**src/rtl/ar_demux_sched.sv**
```systemverilog
// Round-robin burst scheduler that feeds a 1-to-4 demux. The optional stall
// abort is enabled by defining AR_SCHED_TIMEOUT_EN.
module ar_demux_sched #(
   parameter int BURST_LEN = 4,
   parameter int DW        = 1,
   parameter int TIMEOUT   = 16
) (
   input  logic          clk,
   input  logic          rst_n,
   input  logic          in_valid,
   input  logic [DW-1:0] in_data,
   output logic          in_ready,
   input  logic [3:0]    dst_ready,
   output logic [1:0]    sel,
   output logic          enable,
   output logic [DW-1:0] a,
   output logic [3:0]    grant,
   output logic          busy,
   output logic          timeout
);

   typedef enum logic {IDLE, XFER} state_t;

   state_t     state;
   logic [1:0] last;
   logic [1:0] pick;
   logic [1:0] cand;
   logic       found;
   logic [7:0] beat_cnt;
   logic       beat;
   logic       stall_hit;

   assign in_ready = (state == XFER) && dst_ready[sel];
   assign beat     = in_valid && in_ready;
   assign busy     = (state == XFER);
   assign grant    = busy ? (4'b0001 << sel) : 4'b0000;

   // Search starts just after the previous owner and wraps back to it last.
   always_comb begin
      pick  = last;
      cand  = last;
      found = 1'b0;
      for (int k = 1; k <= 4; k++) begin
         cand = last + 2'(k);
         if (!found && dst_ready[cand]) begin
            pick  = cand;
            found = 1'b1;
         end
      end
   end

   always_ff @(posedge clk or negedge rst_n) begin
      if (!rst_n) begin
         state    <= IDLE;
         sel      <= 2'd0;
         enable   <= 1'b0;
         a        <= '0;
         last     <= 2'd3;
         beat_cnt <= 8'd0;
      end else begin
         case (state)
            IDLE: begin
               enable <= 1'b0;
               if (dst_ready != 4'b0000) begin
                  sel      <= pick;
                  last     <= pick;
                  beat_cnt <= 8'd0;
                  state    <= XFER;
               end
            end
            XFER: begin
               enable <= beat;
               if (beat) begin
                  a        <= in_data;
                  beat_cnt <= beat_cnt + 8'd1;
                  if (beat_cnt == 8'(BURST_LEN - 1))
                     state <= IDLE;
               end else if (stall_hit) begin
                  state <= IDLE;
               end
            end
            default: state <= IDLE;
         endcase
      end
   end

`ifdef AR_SCHED_TIMEOUT_EN
   logic [7:0] stall_cnt;
   logic       timeout_q;

   assign stall_hit = (state == XFER) && !beat && (stall_cnt == 8'(TIMEOUT - 1));
   assign timeout   = timeout_q;

   // Stall counter only runs while a granted burst is waiting on a beat.
   always_ff @(posedge clk or negedge rst_n) begin
      if (!rst_n) begin
         stall_cnt <= 8'd0;
         timeout_q <= 1'b0;
      end else begin
         timeout_q <= stall_hit;
         if ((state != XFER) || beat || stall_hit)
            stall_cnt <= 8'd0;
         else
            stall_cnt <= stall_cnt + 8'd1;
      end
   end
`else
   assign stall_hit = 1'b0;
   assign timeout   = 1'b0;
`endif

endmodule
```
**config.mk**
```make
export PLATFORM = sky130hd
export DESIGN_NAME = ar_demux_sched
export DESIGN_NICKNAME = d
export VERILOG_FILES = /design/src/rtl/ar_demux_sched.sv
export SDC_FILE = /design/constraint.sdc
export NUM_CORES = 1
export LEC_CHECK = 0
export CAP_MARGIN = 10
export CELL_PAD_IN_SITES_DETAIL_PLACEMENT = 0
export CELL_PAD_IN_SITES_GLOBAL_PLACEMENT = 1
export CORE_MARGIN = 10
export CORE_UTILIZATION = 35
export DETAILED_ROUTE_END_ITERATION = 7
export GPL_ROUTABILITY_DRIVEN = 0
export PLACE_DENSITY_LB_ADDON = 0.1
export SYNTH_ARGS = -nofsm -noshare
export SYNTH_HDL_FRONTEND = slang
export SYNTH_SLANG_ARGS = --single-unit
```
**constraint.sdc**
```tcl
create_clock -name clk -period 1.9 [get_ports clk]
set_input_delay 0.285 -clock clk [delete_from_list [all_inputs] [get_ports clk]]
set_output_delay 0.285 -clock clk [all_outputs]
set_load 0.005 [all_outputs]
```
; Yosys cells after proc, flatten, opt, wreduce, memory -nomap -nowiden
; Cells that the tools add are included.
; Widths: inputs -> output; s select.
[op_classes]
n_addsub = 4
multipliers = 0
div = 0
magnitude_cmp = 5
n_eq_ne = 3
shifts = 1
mux = 26
n_bitwise = 1
reduce_logical = 12
[op_table]
columns = cell, n
row1 = $mux 8, 2
row2 = $pmux 8 s2, 1
row3 = $lt 2x3->1 const B, 5
row4 = $mux 1, 11
row5 = $bmux 1 s2, 5
row6 = $add 8x1->8 const B, 1
row7 = $eq 8x2->1 const B, 1
row8 = $mux 2, 4
row9 = $reduce_and 2->1, 3
row10 = $logic_and 1x1->1, 5
row11 = $add 2x2->2 const B, 2
row12 = $mux 4, 1
row13 = $pmux 1 s2, 2
row14 = $reduce_bool 4->1, 1
row15 = $shl 1x2->4 const A, 1
row16 = $logic_not 1->1, 3
row17 = $add 2x1->2 const B, 1
row18 = $ne 2x1->1 const B, 1
row19 = $ne 2x2->1 const B, 1
row20 = $not 1->1, 1
[word_totals]
ff_bits = 15
latch_bits = 0
ramBits = 0
mem_bits_ro = 0
output_inout_bits = 11
mem_count = 0

; Depth between registers and ports, before layout
; Gate-level depths: netlist of run 1.
[depth]
word_depth = 13
mapped_depth = 6

; Least setup slack after synthesis of run 1
; No wires, ideal clock.
[synth_timing]
path_kind = reg-to-reg
from = register last[0]
to = register sel[1]
setup_time_ps = 118
t_arrival_ps = 1372
required_time_ps = 1782
setup_slack_ps = 410
stages_incl_launch_ff = 5
n_path_buf = 0
synth_period_minus_slack_ps = 1490
path_cell_list = dfstp_2 > or3b_4 > a2111oi_4 > a311oi_2 > a21o_1
[synth_between]
elab_chain_len = 13
[synth_rtl]
columns = item, line
row1 = "start, declared", 25  ; logic [1:0] last;
row2 = "start signal, assigned", 66  ; last <= pick;
row3 = $add 2x1->2, 44  ; cand = last + 2'(k);
row4 = $bmux 1 s2, 45  ; if (!found && dst_ready[cand]) begin
row5 = $mux 1 (not written as such), 45
row6 = $mux 1, 45
row7 = $logic_not 1->1, 45
row8 = $logic_and 1x1->1, 45
row9 = $mux 1, 45
row10 = $logic_not 1->1, 45
row11 = $logic_and 1x1->1, 45
row12 = $mux 1, 45
row13 = $logic_not 1->1, 45
row14 = $logic_and 1x1->1, 45
row15 = $mux 2 (*), 45
row16 = "end signal, assigned", 65  ; sel <= pick;
row17 = "end, declared", 14  ; output logic [1:0] sel,
; Mark *: on every way between the ends. The rest lies on a longest branch, timed or not. The select of a mux whose other input is x is not followed.
; A chain may end at the register's enable or synchronous reset.

; Worst setup path in the final report of run 1
[layout_timing]
from = input dst_ready[0]
to = register sel[1]
[layout_between]
elab_chain_len = 12
[layout_rtl]
columns = item, line
row1 = "start, declared", 13  ; input logic [3:0] dst_ready,
row2 = $bmux 1 s2, 45
row3 = $mux 1 (not written as such), 45
row4 = $mux 1, 45
row5 = $logic_not 1->1, 45
row6 = $logic_and 1x1->1, 45
row7 = $mux 1, 45
row8 = $logic_not 1->1, 45
row9 = $logic_and 1x1->1, 45
row10 = $mux 1, 45
row11 = $logic_not 1->1, 45
row12 = $logic_and 1x1->1, 45
row13 = $mux 2, 45
; Parallel ways exist; a longest one is shown, timed or not. The select of a mux whose other input is x is not followed.

==> run summary, run 1 <==
* **IR drop worst, VDD** 0.574 mV
* **Storage cell area** 378 um2
* **min cycle time layout** 1.80 ns
* **Synth Area per Inst** 10.1 um2
* **clock tree from TritonCTS** yes
* **CP max stage delay** 0.49 ns
* **commonest cells after routing, fill and taps aside** 14 x sky130_fd_sc_hd__buf_4, 13 x sky130_fd_sc_hd__nand2_1, 13 x sky130_fd_sc_hd__dfrtp_1, 12 x sky130_fd_sc_hd__clkdlybuf4s50_1, 8 x sky130_fd_sc_hd__mux2i_1
* **met1 GRT Util** 0.129
* **via count normalized by instance count** 5.11
* **maximum buffer depth of the clock tree** 2
* **kind of end point of the critical path** flip-flop
* **count of warnings emitted by yosys** 0
* **number of nets in the synthesized netlist** 112
* **cts bufs inserted** 3
* **area taken by multi-input logic gates** 584 um2
* **# rows** 19
* **clk sink count** 15
* **P_leak** 0.622 nW
* **ratio of final minimum period to clock period** 0.946
* **number of cells on the worst reg-to-reg path** 6
* **vias in the first global route** 868
* **drt pass-1 iters** 4
* **main flop type after synthesis** sky130_fd_sc_hd__dfrtp_1
* **worst setup timing slack at the placement stage** -0.229 ns
* **slowest library cell on the worst path** sky130_fd_sc_hd__clkdlybuf4s50_1
* **overall via count from detail_route** 828
* **master cell of the clock root buffer** sky130_fd_sc_hd__clkbuf_4
* **buffer and inverter count on the worst path** 2
* **all-layer global routing usage** 0.0959
* **Fillers** 291
* **number of nets in the finished design** 141
* **antenna violations before repair** 0
* **ratio of total power to cell area** 1150 nW/um2
* **clock network latency to the later pin of the worst-skew pair** 0.29 ns
* **# hold bufs at CTS** 0
* **number of distinct standard cells referenced by the synthesized netlist** 41
* **met2 usage** 0.143
* **Critical path origin** dst_ready[0]
* **Crit Path Max Fanout** 8
* **largest area contributor in the synthesized netlist** sky130_fd_sc_hd__dfrtp_1
* **post-route insts no fill** 162
* **cell area after technology mapping** 1040 um2
* **global-route wire length before repair** 4.26 mm
* **chip height** 74.5 um
* **max-slew violation count** 0
* **count of input and output buffers** 17
* **Layout Skew** 0.0115 ns
* **Hold/Removal Path Class** in -> async
* **kind of launch point of the worst setup path** input port
* **worst reg2reg path startpoint** sel[1]$_DFFE_PN0P_
* **P&R area growth vs syn** 26.8%
* **final hold violations** 0
* **diodes inserted** 0
* **endpoint arrival time on the critical path** 1.99 ns
* **Max Clk Rate** 0.557 GHz
* **layer with the highest usage** met2
* **number of enable-type register cells in the synthesized netlist** 0
* **number of standard cells after synthesis** 103
* **placed cells** 156
* **count of H-tree levels built during CTS** 1
* **register bit count reported by yosys** 15
* **number of max-cap violations** 0
* **Stages on worst setup path** 6
* **Die Outline Area** 5560 um2
* **Seq/Total Area, Yosys** 0.363
* **sequence of cells on the critical path** clkdlybuf4s50_1 -> buf_4 -> or3b_4 -> a2111oi_4 -> a311oi_2 -> a21o_1
* **Post-DRT Antenna Nets** 0
* **effective utilization at floorplan** 0.371
* **critical setup path kind** in -> reg
* **dpl hpwl** 1.86 mm
* **fraction of registers with async set/reset** 1.00
* **maximum number of pins on one net before global-route repair** 16
* **Congestion Overflow GR** 0
* **Worst path top cell family by delay** compound AO/OA/AOI/OAI gates
* **final worst-path setup slack** 0.103 ns
* **Synth area leaders** sky130_fd_sc_hd__dfrtp_1 31%, sky130_fd_sc_hd__mux2i_1 7.7%, sky130_fd_sc_hd__dfstp_2 5.0%
* **clock slew at the register clock pins of the worst setup and hold paths** 0.10 ns
* **drt wl/cell** 14.9 um
* **total design power** 1.51 mW
* **endpoints failing setup** 0
* **final wirelength** 2.42 mm
* **Worst EP required** 2.09 ns
* **commonest non-fill, non-tap cell in the layout** sky130_fd_sc_hd__buf_4
* **Iteration-0 DRC Markers** 29
* **number of remaining DRC errors** 0
* **area share of the largest cell type after synthesis** 0.313
* **I/O pin count** 19
* **status** finished clean
* **total core area** 2810 um2
* **horizontal die dimension** 74.5 um
* **global routing met3 resource utilization** 0.0399
* **share of final-layout standard cells stronger than drive strength 1** 0.252
* **unrepaired setup endpoints after global routing** false
-- layout make-up --
class | instances | share of cell area
Sequential cell | 15 | 0.286
Inverter | 2 | 0.00569
Clock inverter | 1 | 0.00379
Tap cell | 31 | 0.0294
Multi-Input combinational cell | 78 | 0.443
Clock buffer | 3 | 0.0171
Timing Repair Buffer | 32 | 0.215
-- stage by stage --
step / util / hold slack [ns] / setup TNS [ns] / area, um2
after floorplan: - / -0.0106 / 0 / 1040
after global placement: 0.455 / 0.493 / -0.476 / 1280
after detailed placement: 0.455 / 0.510 / -0.653 / 1280
after CTS: 0.464 / 0.296 / 0 / 1300
after global routing: 0.471 / 0.298 / 0 / 1320
final: 0.471 / 0.296 / 0 / 1320
-- repair_timing --
action / CTS / global route
pin swaps: 1 / 0
resized for setup: 4 / 4
buffers inserted: 0 / 2
endpoints found under the setup margin: 1 / 3
hold endpoints to repair: 0 / 0
-- final timing paths --
check                                               end  slack, ns
min in group clk                          a$_DFFE_PN0P_       0.52
worst min register to register            a$_DFFE_PN0P_       0.52
max in group asynchronous           last[0]$_DFFE_PN1P_       1.34
worst max-delay path                 sel[1]$_DFFE_PN0P_       0.10
worst max register to register  beat_cnt[7]$_DFFE_PN0P_       0.30
worst min-delay path            beat_cnt[7]$_DFFE_PN0P_       0.30
-- synthesized netlist by cell type (2+ instances only) --
| master | instances |
|---|---|
| sky130_fd_sc_hd__dfrtp_1 | 13 |
| sky130_fd_sc_hd__nand2_1 | 13 |
| sky130_fd_sc_hd__mux2i_1 | 8 |
| sky130_fd_sc_hd__buf_4 | 5 |
| sky130_fd_sc_hd__nor2_1 | 5 |
| sky130_fd_sc_hd__and2_1 | 3 |
| sky130_fd_sc_hd__and3_1 | 3 |
| sky130_fd_sc_hd__buf_6 | 3 |
| sky130_fd_sc_hd__nand3_1 | 3 |
| sky130_fd_sc_hd__nand4_1 | 3 |
| sky130_fd_sc_hd__o21ai_0 | 3 |
| sky130_fd_sc_hd__a21o_1 | 2 |
| sky130_fd_sc_hd__a21oi_1 | 2 |
| sky130_fd_sc_hd__and4_1 | 2 |
| sky130_fd_sc_hd__dfstp_2 | 2 |
| sky130_fd_sc_hd__inv_1 | 2 |
| sky130_fd_sc_hd__nand2b_1 | 2 |
| sky130_fd_sc_hd__nand3b_1 | 2 |
| sky130_fd_sc_hd__nor3_1 | 2 |
| sky130_fd_sc_hd__nor4b_1 | 2 |
| sky130_fd_sc_hd__o31ai_1 | 2 |
| sky130_fd_sc_hd__xnor2_1 | 2 |
-- sequential cells by signal, indices dropped and copies added (netlist names) --
| name | cells |
|---|---|
| busy | 1 |
| beat_cnt | 8 |
| last | 2 |
| enable | 1 |
| a | 1 |
| sel | 2 |
-- worst register-to-register path, delay by kind of cell, from the launching register on --
kind                      cells  cell delay (ns)
xor gates and xnor gates      1             0.06
muxes                         1             0.52
and+or+nand+nor               2             0.24
buffers and inverters         2             0.27
DFF                           1             0.40
-- logic make-up after synthesis --
group	after synthesis	synth area share
AOI/OAI and AO/OA	18	0.165
xor gates and xnor gates	2	0.0168
adders and majority gates	1	0.0120
buffers and inverters	10	0.0757
DFF	15	0.363
muxes	10	0.109
other	1	0.00360
and+or+nand+nor	46	0.255
-- metal layers --
layer | vias to the layer above | wire length, um
met2 | 16 | 1040
met3 | 0 | 167
met5 | - | 0
met1 | 387 | 1210
li1 | 425 | -
met4 | 0 | 0
-- where the power goes --
group	total [mW]	internal, mW	switching (mW)
clock	0.186	0.0781	0.108
sequential	0.547	0.431	0.116
combinational	0.780	0.452	0.327
total	1.51	0.961	0.551
Note: power is estimated with default switching activity, not from simulation.
==> run 2: changes to the inputs <==
--- a/config.mk
+++ b/config.mk
@@ -5,7 +5,7 @@
 export SDC_FILE = /design/constraint.sdc
 export NUM_CORES = 1
 export LEC_CHECK = 0
-export CAP_MARGIN = 10
+export CAP_MARGIN = 20
 export CELL_PAD_IN_SITES_DETAIL_PLACEMENT = 0
 export CELL_PAD_IN_SITES_GLOBAL_PLACEMENT = 1
 export CORE_MARGIN = 10
==> results of run 2 <==
No change in the layout: final DEF, timing and power equal those of run 1.
==> run 3: changes to the inputs <==
--- a/config.mk
+++ b/config.mk
@@ -8,6 +8,7 @@
 export CAP_MARGIN = 20
 export CELL_PAD_IN_SITES_DETAIL_PLACEMENT = 0
 export CELL_PAD_IN_SITES_GLOBAL_PLACEMENT = 1
+export CORE_ASPECT_RATIO = 0.9
 export CORE_MARGIN = 10
 export CORE_UTILIZATION = 35
 export DETAILED_ROUTE_END_ITERATION = 7
==> run 3 against run 2 <==
  * Power up 0.33%
  * Sequential share of layout area about the same
  * Critical endpoint is now grant[2]
  * Setup slack better by 0.019 ns
  * Largest power group unchanged
  * Critical path type is now reg -> out
  * First-iteration DRC count up 17%
  * Highest routed layer is now met4
  * Via count up 4.7%
  * Critical path depth down 2
==> run summary, run 3 (synthesis gave the netlist of run 1 again) <==
* **status** finished clean
* **# rows** 18
* **P&R area growth vs syn** 27.0%
* **power share of the combinational group** 0.516
* **max-slew violation count** 0
* **slowest library cell on the worst path** sky130_fd_sc_hd__clkdlybuf4s50_1
* **share of final-layout standard cells stronger than drive strength 1** 0.252
* **Worst path top cell family by delay** buffers and inverters
* **final worst-path setup slack** 0.123 ns
* **number of remaining DRC errors** 0
* **drt pass-1 iters** 4
* **ratio of final minimum period to clock period** 0.935
* **diodes inserted** 0
* **Max Clk Rate** 0.563 GHz
* **final wirelength** 2.44 mm
* **clock tree from TritonCTS** yes
* **maximum buffer depth of the clock tree** 2
* **CP max stage delay** 0.52 ns
* **largest register by flop count** beat_cnt
* **maximum number of pins on one net before global-route repair** 16
* **antenna violations before repair** 0
* **number of max-cap violations** 0
* **internal power** 971 uW
* **Hold/Removal Path Class** in -> async
* **Congestion Overflow GR** 0
* **I/O pin count** 19
* **count of H-tree levels built during CTS** 1
* **chip height** 71.7 um
* **Iteration-0 DRC Markers** 34
* **clk sink count** 15
* **overall via count from detail_route** 867
* **flip-flop count of the largest register, all copies and words added** 8
* **total core area** 2790 um2
* **critical setup path kind** reg -> out
* **dpl hpwl** 1.86 mm
* **Sequential Power Share** 0.363
* **vias in the first global route** 845
* **ratio of total power to cell area** 1150 nW/um2
* **via count normalized by instance count** 5.07
* **Post-DRT Antenna Nets** 0
* **worst setup timing slack at the placement stage** -0.222 ns
* **IR drop worst, VDD** 0.638 mV
* **number of nets in the finished design** 141
* **Sw Pwr** 546 uW
* **kind of launch point of the worst setup path** flip-flop
* **global-route wire length before repair** 4.22 mm
* **final hold violations** 0
* **clock network fraction of total power** 0.120
* **min cycle time layout** 1.78 ns
* **effective utilization at floorplan** 0.373
* **cts bufs inserted** 3
* **drt wl/cell** 14.3 um
* **register-to-register setup slack** 0.22 ns
* **final setup TNS** 0 ns
* **switching power as a share of total power** 0.360
* **count of input and output buffers** 17
* **buffer and inverter count on the worst path** 2
* **clock network latency to the later pin of the worst-skew pair** 0.28 ns
* **horizontal die dimension** 77.5 um
* **P_leak** 0.607 nW
* **commonest cells after routing, fill and taps aside** 15 x sky130_fd_sc_hd__buf_4, 13 x sky130_fd_sc_hd__nand2_1, 12 x sky130_fd_sc_hd__dfrtp_1, 11 x sky130_fd_sc_hd__clkdlybuf4s50_1, 8 x sky130_fd_sc_hd__mux2i_1
* **all-layer global routing usage** 0.0920
* **Layout Skew** 0.00409 ns
* **kind of end point of the critical path** output port
* **sequence of cells on the critical path** buf_4 -> nand2_1 -> nor2_1 -> clkdlybuf4s50_1
* **Worst EP required** 1.62 ns
* **endpoints failing setup** 0
* **# hold bufs at CTS** 0
* **Die Outline Area** 5560 um2
* **hold_ws** 0.313 ns
* **registers with the highest flip-flop counts** beat_cnt (8), last (2), sel (2)
* **Crit Path Max Fanout** 8
* **clock slew at the register clock pins of the worst setup and hold paths** 0.09 ns
* **endpoint arrival time on the critical path** 1.49 ns
* **commonest non-fill, non-tap cell in the layout** sky130_fd_sc_hd__buf_4
* **total design power** 1.52 mW
* **master cell of the clock root buffer** sky130_fd_sc_hd__clkbuf_4
## run 3: changes by cell type in the layout (fill, tap and decap cells not counted)
| cell | previous run | this run |
|---|---|---|
| sky130_fd_sc_hd__dlygate4sd2_1 | 2 | 4 |
| sky130_fd_sc_hd__buf_4 | 14 | 15 |
| sky130_fd_sc_hd__buf_6 | 1 | 0 |
| sky130_fd_sc_hd__clkbuf_1 | 0 | 1 |
| sky130_fd_sc_hd__clkdlybuf4s50_1 | 12 | 11 |
| sky130_fd_sc_hd__clkinv_2 | 1 | 0 |
| sky130_fd_sc_hd__dfrtp_1 | 13 | 12 |
| sky130_fd_sc_hd__dfrtp_2 | 0 | 1 |
| sky130_fd_sc_hd__dlymetal6s2s_1 | 2 | 1 |
## run 3: layout make-up
cell class	count	area, um2
Inverter	2	7.51
Clock buffer	4	26.3
Tap cell	40	50.0
Multi-Input combinational cell	78	584
Sequential cell	15	379
Timing Repair Buffer	32	275
Fill cell	284	1470
## run 3: path summary, 6_finish.rpt
path                                          from                 endpoint  depth (start not counted)
max                             sel[1]$_DFFE_PN0P_                 grant[2]                          4
max reg2reg                     sel[1]$_DFFE_PN0P_  beat_cnt[7]$_DFFE_PN0P_                          7
min in group clk           beat_cnt[6]$_DFFE_PN0P_  beat_cnt[6]$_DFFE_PN0P_                          1
min                                          rst_n       sel[1]$_DFFE_PN0P_                          2
max in group asynchronous                    rst_n      last[0]$_DFFE_PN1P_                          2
min reg2reg                beat_cnt[6]$_DFFE_PN0P_  beat_cnt[6]$_DFFE_PN0P_                          1
## run 3: per-stage QoR
stage | std cells | util | instance area (um2)
2_1_floorplan | 103 | - | 1040
3_3_place_gp | 165 | 0.461 | 1290
3_5_place_dp | 165 | 0.461 | 1290
4_1_cts | 170 | 0.472 | 1320
5_1_grt | 171 | 0.474 | 1320
6_report | 171 | 0.474 | 1320
## run 3: per-layer routing
metal  vias up  part of all wire  routed length, um  GRT usage
met5         -                 0                  0          0
met4         0            0.0082                 20     0.0202
met3         4             0.082                200     0.0461
met2        23              0.41               1000      0.129
met1       412              0.50               1220      0.122
li1        428                 -                  -          -
## run 3: worst register-to-register path: cells and delay by family (launching register included)
family                 cells  cell delay [ns]
flip-flops                 1             0.38
buffers and inverters      3             0.39
XOR/XNOR                   1             0.07
multiplexers               1             0.51
AND/OR/NAND/NOR            2             0.24
## run 3: what timing repair did
action | in CTS | in global routing
resized for setup | 7 | 2
buffers inserted | 1 | 1
endpoints found under the setup margin | 2 | 2
## run 3: power groups by stage
stage	clock network (mW)	logic, mW	registers, mW
6_report	0.182	0.783	0.551
5_1_grt	0.213	0.872	0.571
4_1_cts	0.194	0.791	0.551
3_5_place_dp	0	0.783	0.555
3_3_place_gp	0	0.772	0.554
2_1_floorplan	0	0.453	0.523
